$ cat src/rtl/rgmii_iddr_rx_pkg.sv
// rtl/rgmii_iddr_rx_pkg.sv - shared constants and types for the RGMII DDR receive front end
// Contents: preamble/SFD byte values, framing FSM state encoding, in-band speed codes.
package rgmii_iddr_rx_pkg;

   localparam logic [7:0] PREAMBLE_BYTE = 8'h55;
   localparam logic [7:0] SFD_BYTE      = 8'hD5;

   typedef enum logic [1:0] {
      ST_IDLE = 2'd0,
      ST_PRE  = 2'd1,
      ST_DATA = 2'd2,
      ST_DROP = 2'd3
   } rx_state_t;

   localparam logic [1:0] SPEED_10M  = 2'd0;
   localparam logic [1:0] SPEED_100M = 2'd1;
   localparam logic [1:0] SPEED_1G   = 2'd2;

endpackage

$ cat src/rtl/rgmii_iddr_rx_iddr_lane.sv
// rtl/rgmii_iddr_rx_iddr_lane.sv - single-pin DDR input capture returning {fall, rise}
// Ports: i_clk sample clock, i_reset sync active-high, i_d DDR pin,
//        o_q {fall, rise} of the bit period that started one rising edge earlier.
// Macro IDDR_VENDOR_PRIM selects the vendor IDDR primitive; otherwise a behavioural model.
module iddr_lane (
   input  logic       i_clk,
   input  logic       i_reset,
   input  logic       i_d,
   output logic [1:0] o_q
);

`ifdef IDDR_VENDOR_PRIM
   logic q_rise, q_fall;

   IDDR #(
      .DDR_CLK_EDGE ("SAME_EDGE_PIPELINED"),
      .SRTYPE       ("SYNC")
   ) u_iddr (
      .Q1 (q_rise),
      .Q2 (q_fall),
      .C  (i_clk),
      .CE (1'b1),
      .D  (i_d),
      .R  (i_reset),
      .S  (1'b0)
   );

   assign o_q = {q_fall, q_rise};
`else
   logic rise_p;
   logic fall_n;

   always_ff @(posedge i_clk) begin
      rise_p <= i_d;
   end

   always_ff @(negedge i_clk) begin
      fall_n <= i_d;
   end

   // Re-time both halves onto the rising edge so the pair leaves together.
   always_ff @(posedge i_clk) begin
      if (i_reset) o_q <= 2'b00;
      else         o_q <= {fall_n, rise_p};
   end
`endif

endmodule

$ cat src/rtl/rgmii_iddr_rx.sv
// rtl/rgmii_iddr_rx.sv - RGMII DDR receive front end with optional preamble/SFD framing
// Ports: i_clk RX clock, i_reset sync active-high, i_rxd/i_rxctl DDR pins,
//        o_valid/o_data/o_sof/o_eof/o_err byte stream, o_link_up/o_speed/o_full_duplex status.
// Macro RGMII_INBAND_EN enables in-band link status decode; otherwise status is tied 0.
module rgmii_iddr_rx #(
   parameter int NLANES      = 4,
   parameter int DELAY       = 1,
   parameter int OPT_FRAMING = 1
) (
   input  logic                i_clk,
   input  logic                i_reset,
   input  logic [NLANES-1:0]   i_rxd,
   input  logic                i_rxctl,
   output logic                o_valid,
   output logic [2*NLANES-1:0] o_data,
   output logic                o_sof,
   output logic                o_eof,
   output logic                o_err,
   output logic                o_link_up,
   output logic [1:0]          o_speed,
   output logic                o_full_duplex
);
   import rgmii_iddr_rx_pkg::*;

   localparam int W = 2 * NLANES;

   logic [NLANES:0] pins;
   logic [NLANES:0] rise_s;
   logic [NLANES:0] fall_s;

   assign pins = {i_rxctl, i_rxd};

   // Lanes 0..NLANES-1 are data; lane NLANES is the control pin.
   for (genvar g = 0; g <= NLANES; g++) begin : g_lane
      logic [1:0] q;
      iddr_lane u_iddr (
         .i_clk   (i_clk),
         .i_reset (i_reset),
         .i_d     (pins[g]),
         .o_q     (q)
      );
      assign rise_s[g] = q[0];
      assign fall_s[g] = q[1];
   end

   logic [W-1:0] cap_w;
   logic         cap_dv, cap_er;

   assign cap_w  = {fall_s[NLANES-1:0], rise_s[NLANES-1:0]};
   assign cap_dv = rise_s[NLANES];
   assign cap_er = rise_s[NLANES] ^ fall_s[NLANES];

   logic [W-1:0] p_w;
   logic         p_dv, p_er;

   if (DELAY == 0) begin : g_nodly
      assign p_w  = cap_w;
      assign p_dv = cap_dv;
      assign p_er = cap_er;
   end else begin : g_dly
      logic [W-1:0]     w_q [DELAY];
      logic [DELAY-1:0] dv_q, er_q;

      always_ff @(posedge i_clk) begin
         w_q[0] <= cap_w;
         for (int i = 1; i < DELAY; i++) w_q[i] <= w_q[i-1];
      end

      always_ff @(posedge i_clk) begin
         if (i_reset) begin
            dv_q <= '0;
            er_q <= '0;
         end else begin
            dv_q[0] <= cap_dv;
            er_q[0] <= cap_er;
            for (int i = 1; i < DELAY; i++) begin
               dv_q[i] <= dv_q[i-1];
               er_q[i] <= er_q[i-1];
            end
         end
      end

      assign p_w  = w_q[DELAY-1];
      assign p_dv = dv_q[DELAY-1];
      assign p_er = er_q[DELAY-1];
   end

   if (OPT_FRAMING != 0 && NLANES == 4) begin : g_frame
      // After reset the pipeline drains zeros for DELAY+1 cycles; only a dv
      // low seen after that proves we are between frames again.
      localparam logic [2:0] FILL_INIT = 3'(DELAY + 1);

      rx_state_t  state, state_n;
      logic       first, first_n;
      logic       hold;
      logic [2:0] fill;
      logic       valid_n, sof_n, err_n, eof_n;

      always_ff @(posedge i_clk) begin
         if (i_reset) begin
            state <= ST_IDLE;
            first <= 1'b0;
         end else begin
            state <= state_n;
            first <= first_n;
         end
      end

      always_ff @(posedge i_clk) begin
         if (i_reset) begin
            hold <= 1'b1;
            fill <= FILL_INIT;
         end else if (fill != 3'd0) begin
            fill <= fill - 3'd1;
         end else if (!p_dv) begin
            hold <= 1'b0;
         end
      end

      always_comb begin
         state_n = state;
         first_n = first;
         valid_n = 1'b0;
         sof_n   = 1'b0;
         err_n   = 1'b0;
         eof_n   = 1'b0;
         case (state)
            ST_IDLE: begin
               if (p_dv) begin
                  if (hold)                    state_n = ST_DROP;
                  else if (p_w == PREAMBLE_BYTE) state_n = ST_PRE;
                  else if (p_w == SFD_BYTE) begin
                     state_n = ST_DATA;
                     first_n = 1'b1;
                  end else                     state_n = ST_DROP;
               end
            end
            ST_PRE: begin
               if (!p_dv)                      state_n = ST_IDLE;
               else if (p_w == PREAMBLE_BYTE)  state_n = ST_PRE;
               else if (p_w == SFD_BYTE) begin
                  state_n = ST_DATA;
                  first_n = 1'b1;
               end else                        state_n = ST_DROP;
            end
            ST_DATA: begin
               if (p_dv) begin
                  valid_n = 1'b1;
                  sof_n   = first;
                  err_n   = p_er;
                  first_n = 1'b0;
               end else begin
                  eof_n   = 1'b1;
                  state_n = ST_IDLE;
               end
            end
            ST_DROP: begin
               if (!p_dv) state_n = ST_IDLE;
            end
            default: state_n = ST_IDLE;
         endcase
      end

      always_ff @(posedge i_clk) begin
         if (i_reset) begin
            o_valid <= 1'b0;
            o_sof   <= 1'b0;
            o_err   <= 1'b0;
            o_eof   <= 1'b0;
            o_data  <= '0;
         end else begin
            o_valid <= valid_n;
            o_sof   <= sof_n;
            o_err   <= err_n;
            o_eof   <= eof_n;
            o_data  <= p_w;
         end
      end
   end else begin : g_raw
      always_ff @(posedge i_clk) begin
         if (i_reset) begin
            o_valid <= 1'b0;
            o_err   <= 1'b0;
            o_data  <= '0;
         end else begin
            o_valid <= p_dv;
            o_err   <= p_er;
            o_data  <= p_w;
         end
      end

      assign o_sof = 1'b0;
      assign o_eof = 1'b0;
   end

`ifdef RGMII_INBAND_EN
   if (NLANES == 4) begin : g_inband
      // Between frames the PHY repeats its status nibble on both edges.
      always_ff @(posedge i_clk) begin
         if (i_reset) begin
            o_link_up     <= 1'b0;
            o_speed       <= SPEED_10M;
            o_full_duplex <= 1'b0;
         end else if (!p_dv && !p_er && (p_w[3:0] == p_w[7:4])) begin
            o_link_up     <= p_w[0];
            o_speed       <= p_w[2:1];
            o_full_duplex <= p_w[3];
         end
      end
   end else begin : g_noinband
      assign o_link_up     = 1'b0;
      assign o_speed       = 2'd0;
      assign o_full_duplex = 1'b0;
   end
`else
   assign o_link_up     = 1'b0;
   assign o_speed       = 2'd0;
   assign o_full_duplex = 1'b0;
`endif

endmodule
$ cat config.mk
export PLATFORM = sky130hd
export DESIGN_NAME = rgmii_iddr_rx
export DESIGN_NICKNAME = d
export VERILOG_FILES = /design/src/rtl/rgmii_iddr_rx_pkg.sv /design/src/rtl/rgmii_iddr_rx_iddr_lane.sv /design/src/rtl/rgmii_iddr_rx.sv
export SDC_FILE = /design/constraint.sdc
export NUM_CORES = 1
export LEC_CHECK = 0
export CAP_MARGIN = 5
export CORE_ASPECT_RATIO = 1.4
export CORE_MARGIN = 4
export CORE_UTILIZATION = 50
export CTS_CLUSTER_DIAMETER = 40
export DETAILED_ROUTE_END_ITERATION = 10
export PLACE_DENSITY_LB_ADDON = 0.08
export SYNTH_ARGS = -nofsm -noshare
export SYNTH_HDL_FRONTEND = slang
export SYNTH_SLANG_ARGS = --single-unit
export TNS_END_PERCENT = 10
$ cat constraint.sdc
create_clock -name i_clk -period 1.25 [get_ports i_clk]
set_input_delay 0.125 -clock i_clk [delete_from_list [all_inputs] [get_ports i_clk]]
set_output_delay 0.125 -clock i_clk [all_outputs]
set_load 0.02 [all_outputs]
# After elaboration in Yosys (flattened, before gate mapping)
# Memory sizes are Yosys's and may differ from the RTL's.
# Cells that the tools add are included.
# word_totals
memories,1
output_inout_bits,16
reg_bits,41
word_cells,67
input_bits,7
mem_bits_rw,8
# classes
mux,16
bitwise,4
n_addsub,1
reduce_logical,9
eq_ne,10
# mem_list
memory,depth,width,read_ports,rd_ports_with_merged_regs,write_ports,line,source
g_dly.w_q,1,8,1,0,1,rgmii_iddr_rx.sv:61,logic [W-1:0] w_q [DELAY];
# op_table
cell,n
$mux 2,5
$ne 2x2->1 const B,5
$mux 1,9
$eq 8x7->1 const B,1
$eq 8x8->1 const B,1
$pmux 2 s3,1
$reduce_bool 3->1,2
$reduce_and 5->1,1
$eq 2x2->1 const B,2
$reduce_and 2->1,2
$reduce_or 2->1,2
$not 1->1,3
$pmux 1 s3,1
$reduce_or 3->1,1
$sub 3x1->3 const B,1
$eq 2x1->1 const B,1
$logic_not 2->1,1
$xor 1x1->1,1

# Depth between registers and ports, before layout
# Gate-level depths: netlist of run 1.
# An unclocked memory read counts as a cell.
# depth
ltp_word,7
depth_mapped,5
ltp_nobuf,5

# Modules after synthesis
# From an unflattened synthesis of run 1, not the netlist that was laid out.
# unflattened
cells_unflattened,114
hier_area_um2,1406.3
# modules_own_cells
module,area_each_um2,n_inst,cells_each,seq_area_each_um2
rgmii_iddr_rx,924.6,1,79,580.6
iddr_lane,96.3,5,7,80.1

==> results of run 1 <==
[routing by layer]
metal  vias up  part of all wire
li1        398                 -
met1       345              0.35
met2        20              0.55
met3         8             0.056
met4         0             0.044
met5         -                 0
[sequential cells by signal, summed over array words and instances, names as in the netlist]
signal and flops:
g_dly.dv_q 1, g_frame.first 1, o_sof 1, g_frame.state 2, g_frame.hold 1, g_frame.fill 3
o_eof 1, g_dly.er_q 1, g_lane.u_iddr.o_q 10, g_lane.u_iddr.rise_p 5, g_dly.w_q 8, o_data 8
o_err 1, o_valid 1, g_lane.u_iddr.fall_n 5
[power by group through the flow]
stage          Sequential [W]  Combinational [W]  Clock (W)
5_1_grt               0.00173           0.000423   0.000896
3_5_place_dp          0.00175           0.000364  0.0000298
2_1_floorplan         0.00176           0.000249  0.0000298
3_3_place_gp          0.00175           0.000349  0.0000298
6_report              0.00172           0.000383   0.000771
4_1_cts               0.00172           0.000359   0.000807
[synth_stat cells, drive strengths merged (2+ instances only)]
cell | n | area share
and2 | 2 | 0.0090
and4bb | 2 | 0.018
nor2b | 20 | 0.093
xnor2 | 2 | 0.013
inv | 7 | 0.019
ha | 2 | 0.018
dfxtp | 49 | 0.70
buf | 6 | 0.029
nor2 | 5 | 0.013
[repair_timing]
item | in CTS | in global routing
setup buffers | 0 | 1
gates resized for setup | 12 | 1
setup endpoints to repair | 12 | 1
gates cloned | 0 | 0
[cells by family after synthesis]
family,count (synthesis),share of synthesized area
DFF,49,0.704
and+or+nand+nor,35,0.164
buffers and inverters,13,0.0476
AOI/OAI and AO/OA,6,0.0359
adders and majority gates,2,0.0180
xor gates and xnor gates,2,0.0126
muxes,2,0.0153
other,1,0.00269
[layout by cell type, fill, tap and decap left out, drive strengths merged, types with 2 or more instances in the layout]
cell type,n
buf,5
and2,2
xnor2,2
clkbuf,6
nor2,5
conb,4
inv,11
dfxtp,49
dlygate4sd2,12
ha,2
nor2b,20
and4bb,2
clkdlybuf4s50,6
[cell type report]
type | count | area, µm²
well taps | 36 | 45.0
repair buffers | 23 | 203
fillers | 224 | 951
multi-input cells | 51 | 363
inverters | 6 | 22.5
clock inverters | 6 | 36.3
flip-flops and latches | 49 | 981
clock buffers | 6 | 41.3
[worst max-delay path, stage by stage, from the launching register on]
cell and delay (ps):
dfxtp_1 310, inv_1 80, ha_1 180, nor2b_4 170, mux2_2 330, nand2_1 60
[worst min path at each step]
stage / slack, ps / endpoint / from
after floorplan: 150 / g_lane[0].u_iddr.rise_p / i_rxd[0]
after global placement: 310 / g_dly.w_q[0][7] / g_lane[3].u_iddr.o_q[1]
after detailed placement: 310 / g_dly.w_q[0][4] / g_lane[0].u_iddr.o_q[1]
after CTS: 220 / g_lane[2].u_iddr.rise_p / i_rxd[2]
after global routing: 200 / g_lane[1].u_iddr.rise_p / i_rxd[1]
final: 240 / g_lane[1].u_iddr.rise_p / i_rxd[1]
[stage by stage]
step           utilization  cell area (µm²)  hold WS (ps)  std cells  setup slack [ps]
2_1_floorplan            -             1410           153        113               105
5_1_grt              0.640             1690           204        177              2.82
3_5_place_dp         0.613             1620           314        165             -48.2
3_3_place_gp         0.613             1620           310        165             -32.7
6_report             0.640             1690           239        177              67.8
4_1_cts              0.635             1680           220        176              2.83
==> results.cfg, run 1 <==
[status]
status = complete, no violations

[cells_and_area]
drive_gt1_frac = 0.121
nets = 150
diodes = 0
syn2layout_area_growth_pct = 21.4

[power_and_ir_drop]
seq_power_share = 0.599
pwr_density_cell_nw_per_um2 = 1700
switching_share = 0.228
combPwrFrac = 0.133
p_leak_nw = 0.792
peakVddDrop_v = 0.00143
p_sw_w = 0.000657
fin_total_pwr_w = 0.00288
p_clk_frac = 0.268
p_int_w = 0.00222

[worst_setup_path]
r2r_setup_slack_ps = 70
critPathLaunch = g_frame.fill[1]
crit_type = flip-flop to flip-flop
reg2reg_from = g_frame.fill[1]
required_ps = 1550
worst_setup_path_start_kind = flip-flop
reg2reg_depth = 5
crit_path_end_kind = flip-flop
rr_endpoint = g_frame.fill[1]
path_max_fanout = 3
arrival_ps = 1480
crit_path_end = g_frame.fill[1]

[clocking]
clock_sinks = 49
hold_buffers = 0
ctsHtreeMaxLevel = 2
clk_pin_slew_ps = 110
cts_root_buffer = clkbuf_4
clkLatencyLatePin_ps = 390
cts.path.max_buffers = 2
cts_buffers = 5
tritoncts = yes

[grt]
grt.overflow.total = 0
grt_pass1_vias = 759
met3_usage = 0.0640
busiest_layer = met2
grt_max_degree = 17
gr-usage-all-layers = 0.115
antenna_found_initial = 0
grt_util_met1 = 0.0912
met2_usage = 0.193
grt_pass1_wl_um = 2930

[detailed_routing]
routed_wl_um = 1760
drt_drc_violations_left = 0
drtIter0Drc = 10
ant_nets = 0
routed_via_density = 4.36
first_pass_iters = 2
wl_per_cell_um = 9.94
vias = 771

[timing]
fin_crit_sh = 0.946
hold_viol = 0
finalMaxSlewViolations = 0
rsz0062_at_grt = false
fmax_ghz = 0.846
setup_violations = 0
setup_tns_ps = 0
period_needed_ps = 1180
fin_skew_ps = 47.9

[worst_hold_path]
hold_class = primary input to flip-flop
holdPathStages = 1

[logic_synthesis]
synth-edff-count = 0
synthFlopType = dfxtp_1
yosys_warnings = 0
synth.avg_cell_area_um2 = 12.7
ys_ff_latch = 49
ys_async_sr_fraction = 0
syn_area_um2 = 1390
synth-seq-area-share = 0.704
syn-instance-count = 110
ys_types = 26

[floorplanning]
dieArea_um2 = 3710
pin_count = 23
die_y_um = 70.5
rows = 22
initial_core_util = 0.527
die_w_um = 52.6
core_area_um2 = 2640

[place]
dp_hpwl_um = 1350
gp_congestion = 0.813
port_buffers = 18

[run]
maxCapViolCount = 0
Note: power is estimated with default switching activity, not from simulation.
==> inputs of run 2 (changes only) <==
Settings changed: ABC_AREA from default to 1, SLEW_MARGIN from default to 20.
==> results.cfg, run 2 <==
[status]
status = complete, no violations

[floorplanning]
initial_core_util = 0.534
pin_count = 23
rows = 22
die_w_um = 53.4
core_area_um2 = 2700
die_y_um = 71.5
dieArea_um2 = 3810

[clocking]
ctsHtreeMaxLevel = 2
clkLatencyLatePin_ps = 390
cts_root_buffer = clkbuf_4
post-cts-setup-buffer-count = 0
cts_buffers = 5
tritoncts = yes
hold_buffers = 0
clk_pin_slew_ps = 120
clock_sinks = 49
cts.path.max_buffers = 2

[detailed_routing]
routed_via_density = 4.21
wl_per_cell_um = 8.77
drt_drc_violations_left = 0
ant_nets = 0
vias = 876
first_pass_iters = 4
drtIter0Drc = 12
routed_wl_um = 1830

[power_and_ir_drop]
peakVddDrop_v = 0.00127
switching_share = 0.241
pwr_density_cell_nw_per_um2 = 1660
combPwrFrac = 0.102
p_clk_frac = 0.290
p_sw_w = 0.000687
p_int_w = 0.00217
fin_total_pwr_w = 0.00285
p_leak_nw = 0.821
seq_power_share = 0.608

[logic_synthesis]
yosysMostFrequentCell = dfxtp_1
synth-edff-count = 0
synth-seq-area-share = 0.681
ys_async_sr_fraction = 0
syn-instance-count = 143
syn_area_um2 = 1440
synth.avg_cell_area_um2 = 10.1
ys_top_cells_by_count = dfxtp_1, inv_1, nor2_1, nand2_1, buf_4
synth.area.top_cells = dfxtp_1, inv_1, nor2_1
synth.top_cell.area_share = 0.681
ys_ff_latch = 49
synth_area_leader_cell = dfxtp_1
yosys_warnings = 0
synthFlopType = dfxtp_1
ys_types = 22

[worst_hold_path]
hold_class = primary input to flip-flop
hold_path_end = g_lane[4].u_iddr.rise_p
min-delay-start = i_rxctl
holdPathStages = 1

[cells_and_area]
final_cell_count_no_fill = 208
syn2layout_area_growth_pct = 19.6
final_common_cell = dfxtp_1
largest_register_ffs = 10
largest_register = g_lane.u_iddr.o_q
drive_gt1_frac = 0.122
nets = 180
diodes = 0
n_fill_cell = 255
final-seq-area_um2 = 981
layout_common_cells = dfxtp_1, inv_1, nor2_1
reg_top3 = g_lane.u_iddr.o_q: 10 flops, g_dly.w_q: 8 flops, o_data: 8 flops
final_core_util = 0.639
multi_input_area_um2 = 314

[worst_setup_path]
required_ps = 1540
reg2reg_depth = 2
r2r_setup_slack_ps = 100
path_max_fanout = 1
crit_path_end_kind = flip-flop
arrival_ps = 1440
reg2reg_from = g_lane[2].u_iddr.fall_n
rr_endpoint = g_lane[2].u_iddr.o_q[1]
crit_type = flip-flop to flip-flop
worst_setup_path_start_kind = flip-flop

[run]
maxCapViolCount = 0

[grt]
gr-usage-all-layers = 0.127
grt_max_degree = 18
grt_pass1_vias = 879
antenna_found_initial = 0
grt.overflow.total = 0
grt_pass1_wl_um = 3390

[timing]
fin_skew_ps = 45.2
finalMaxSlewViolations = 0
hold_viol = 0
rsz0062_at_grt = false
setup_violations = 0

[place]
dp_hpwl_um = 1440
placed_cells = 196
port_buffers = 18
gp_congestion = 0.789
-- run 2: changes by cell type in the layout (fill, tap and decap cells not counted), sizes merged, moves of 3 or more --
| cell | previous run | this run |
|---|---|---|
| buf | 5 | 2 |
| nor2b | 20 | 0 |
| inv | 11 | 35 |
| nand2 | 1 | 10 |
| nor2 | 5 | 31 |
-- run 2: cell families after synthesis --
family	share of synthesized area
other	0.00260
AOI/OAI and AO/OA	0.0348
DFF	0.681
xor gates and xnor gates	0.0122
adders and majority gates	0.0174
and+or+nand+nor	0.143
buffers and inverters	0.109
-- run 2: final cells by class --
cell class | count | share of cell area
Clock buffer | 7 | 0.0385
Multi-Input combinational cell | 60 | 0.182
Tap cell | 36 | 0.0261
Inverter | 30 | 0.0654
Timing Repair Buffer | 20 | 0.105
Clock inverter | 6 | 0.0138
Sequential cell | 49 | 0.569
-- run 2: power by group through the flow --
| stage | Sequential, W | Combinational [W] | Clock, W |
|---|---|---|---|
| after floorplan | 0.00177 | 0.000218 | 0.0000298 |
| after global placement | 0.00176 | 0.000288 | 0.0000298 |
| after detailed placement | 0.00177 | 0.000300 | 0.0000298 |
| after CTS | 0.00174 | 0.000296 | 0.000871 |
| after global routing | 0.00175 | 0.000342 | 0.000950 |
| final | 0.00173 | 0.000292 | 0.000827 |
-- run 2: layer usage --
metal | vias to the layer above | wire, µm | GRT usage
met1 | 392 | 686 | 0.115
li1 | 460 | - | -
met5 | - | 0 | 0
met4 | 0 | 57 | 0.0767
met2 | 19 | 936 | 0.218
met3 | 5 | 144 | 0.0624
-- run 2: critical path: stages, from the launching register on --
cell	delay [ps]
dfxtp_1	300
inv_1	30
nor2_1	90
-- run 2: worst max path at each step --
stage | startpoint | endpoint | slack [ps]
after floorplan | g_lane[0].u_iddr.fall_n | g_lane[0].u_iddr.o_q[1] | 170
after global placement | i_rxd[1] | g_lane[1].u_iddr.fall_n | -30
after detailed placement | i_rxd[1] | g_lane[1].u_iddr.fall_n | -50
after CTS | o_data[4] | o_data[4] | 80
after global routing | g_frame.fill[0] | g_frame.fill[0] | 10
final | g_lane[2].u_iddr.fall_n | g_lane[2].u_iddr.o_q[1] | 100
-- run 2: metrics by stage --
step                      hold WS, ps  area, µm²  setup TNS [ps]  setup slack (ps)
final                             224       1720               0               102
after global routing              203       1720               0              13.4
after CTS                         200       1720               0              84.6
after detailed placement          312       1650            -200             -48.2
after global placement            311       1650            -150             -31.1
after floorplan                   153       1450               0               171
-- run 2: timing repair --
item,in CTS,in global routing
resized for setup,12,0
endpoints found under the setup margin,12,0
endpoints found under the hold margin,0,0
==> inputs of run 3 (changes only) <==
Settings changed: SKIP_CTS_REPAIR_TIMING from default to 1.
==> results.cfg, run 3 (same netlist as run 2, synthesis figures left out) <==
[cells_and_area]
reg_top3 = g_lane.u_iddr.o_q: 10 flops, g_dly.w_q: 8 flops, o_data: 8 flops
n_fill_cell = 250
layout_common_cells = dfxtp_1, inv_1, nor2_1
design_area_um2 = 1770
syn2layout_area_growth_pct = 22.8
final_core_util = 0.655
largest_register_ffs = 10
drive_gt1_frac = 0.122
diodes = 0
nets = 180
final_common_cell = dfxtp_1
largest_register = g_lane.u_iddr.o_q

[grt]
grt_pass1_wl_um = 3400
antenna_found_initial = 0
grt.overflow.total = 0
grt_max_degree = 18
gr-usage-all-layers = 0.128
grt_pass1_vias = 884

[timing]
rsz0062_at_grt = false
setup_violations = 0
fin_skew_ps = 45.2
hold_viol = 0
whs_ps = 222
finalMaxSlewViolations = 0
setup_tns_ps = 0

[floorplanning]
die_y_um = 71.5
core_area_um2 = 2700
initial_core_util = 0.534
rows = 22
die_w_um = 53.4
pin_count = 23
dieArea_um2 = 3810

[detailed_routing]
drt_drc_violations_left = 0
vias = 875
ant_nets = 0
routed_wl_um = 1870
first_pass_iters = 3
drtIter0Drc = 10
routed_via_density = 4.21
wl_per_cell_um = 9.01

[clocking]
clock_sinks = 49
cts_root_buffer = clkbuf_4
clkLatencyLatePin_ps = 390
ctsHtreeMaxLevel = 2
cts_buffers = 5
tritoncts = yes
clk_pin_slew_ps = 130
cts.path.max_buffers = 2

[power_and_ir_drop]
fin_total_pwr_w = 0.00286
peakVddDrop_v = 0.00127
pwr_density_cell_nw_per_um2 = 1620
p_leak_nw = 0.975

[worst_hold_path]
hold_class = primary input to flip-flop

[worst_setup_path]
crit_type = flip-flop to flip-flop
crit_path_end_kind = flip-flop
path_max_fanout = 1
required_ps = 1540
arrival_ps = 1450
worst_setup_path_start_kind = flip-flop

[run]
maxCapViolCount = 0

[place]
post_dp_cell_area_um2 = 1650
port_buffers = 18
dp_hpwl_um = 1440
gp_congestion = 0.789

[status]
status = complete, no violations
[run 3: cell count changes in the layout (fill, tap and decap cells not counted)]
cell            before  now
dlygate4sd2_1       12    0
dlymetal6s2s_1       0   12
[run 3: where the power goes]
part	switching, W	internal [W]	leakage (nW)	total [W]
sequential	0.0000560	0.00168	0.406	0.00173
combinational	0.000162	0.000135	0.506	0.000298
clock	0.000469	0.000358	0.0632	0.000827
total	0.000687	0.00217	0.975	0.00286
[run 3: final cells by class]
type,count,area (µm²),share of cell area
multi-input combinational,60,314,0.178
inverter,30,113,0.0637
tap,36,45.0,0.0255
timing repair buffer,20,225,0.127
clock inverter,6,23.8,0.0134
sequential,49,981,0.555
clock buffer,7,66.3,0.0375
[run 3: final timing paths]
path	from	end	slack, ps	cells after the start
worst max-delay path	g_lane[2].u_iddr.fall_n	g_lane[2].u_iddr.o_q[1]	100	2
worst min-delay path	i_rxctl	g_lane[4].u_iddr.rise_p	220	1
worst max register to register	g_lane[2].u_iddr.fall_n	g_lane[2].u_iddr.o_q[1]	100	2
worst min register to register	g_lane[1].u_iddr.o_q[1]	g_dly.w_q[0][5]	340	0
[run 3: worst max-delay path, stage by stage, from the launching register on]
cell,delay (ps)
dfxtp_1,300
inv_1,30
nor2_1,90
[run 3: through the flow]
stage / worst slack, ps / std cells
6_report: 97.4 / 208
4_1_cts: -189 / 208
2_1_floorplan: 171 / 146
3_3_place_gp: -31.1 / 196
3_5_place_dp: -48.2 / 196
5_1_grt: 13.4 / 208
[run 3: per-layer routing]
layer	vias to the layer above	wire, µm	GRT usage
met2	19	967	0.218
met1	392	709	0.116
li1	459	-	-
met3	5	139	0.0624
met4	0	57	0.0767
met5	-	0	0
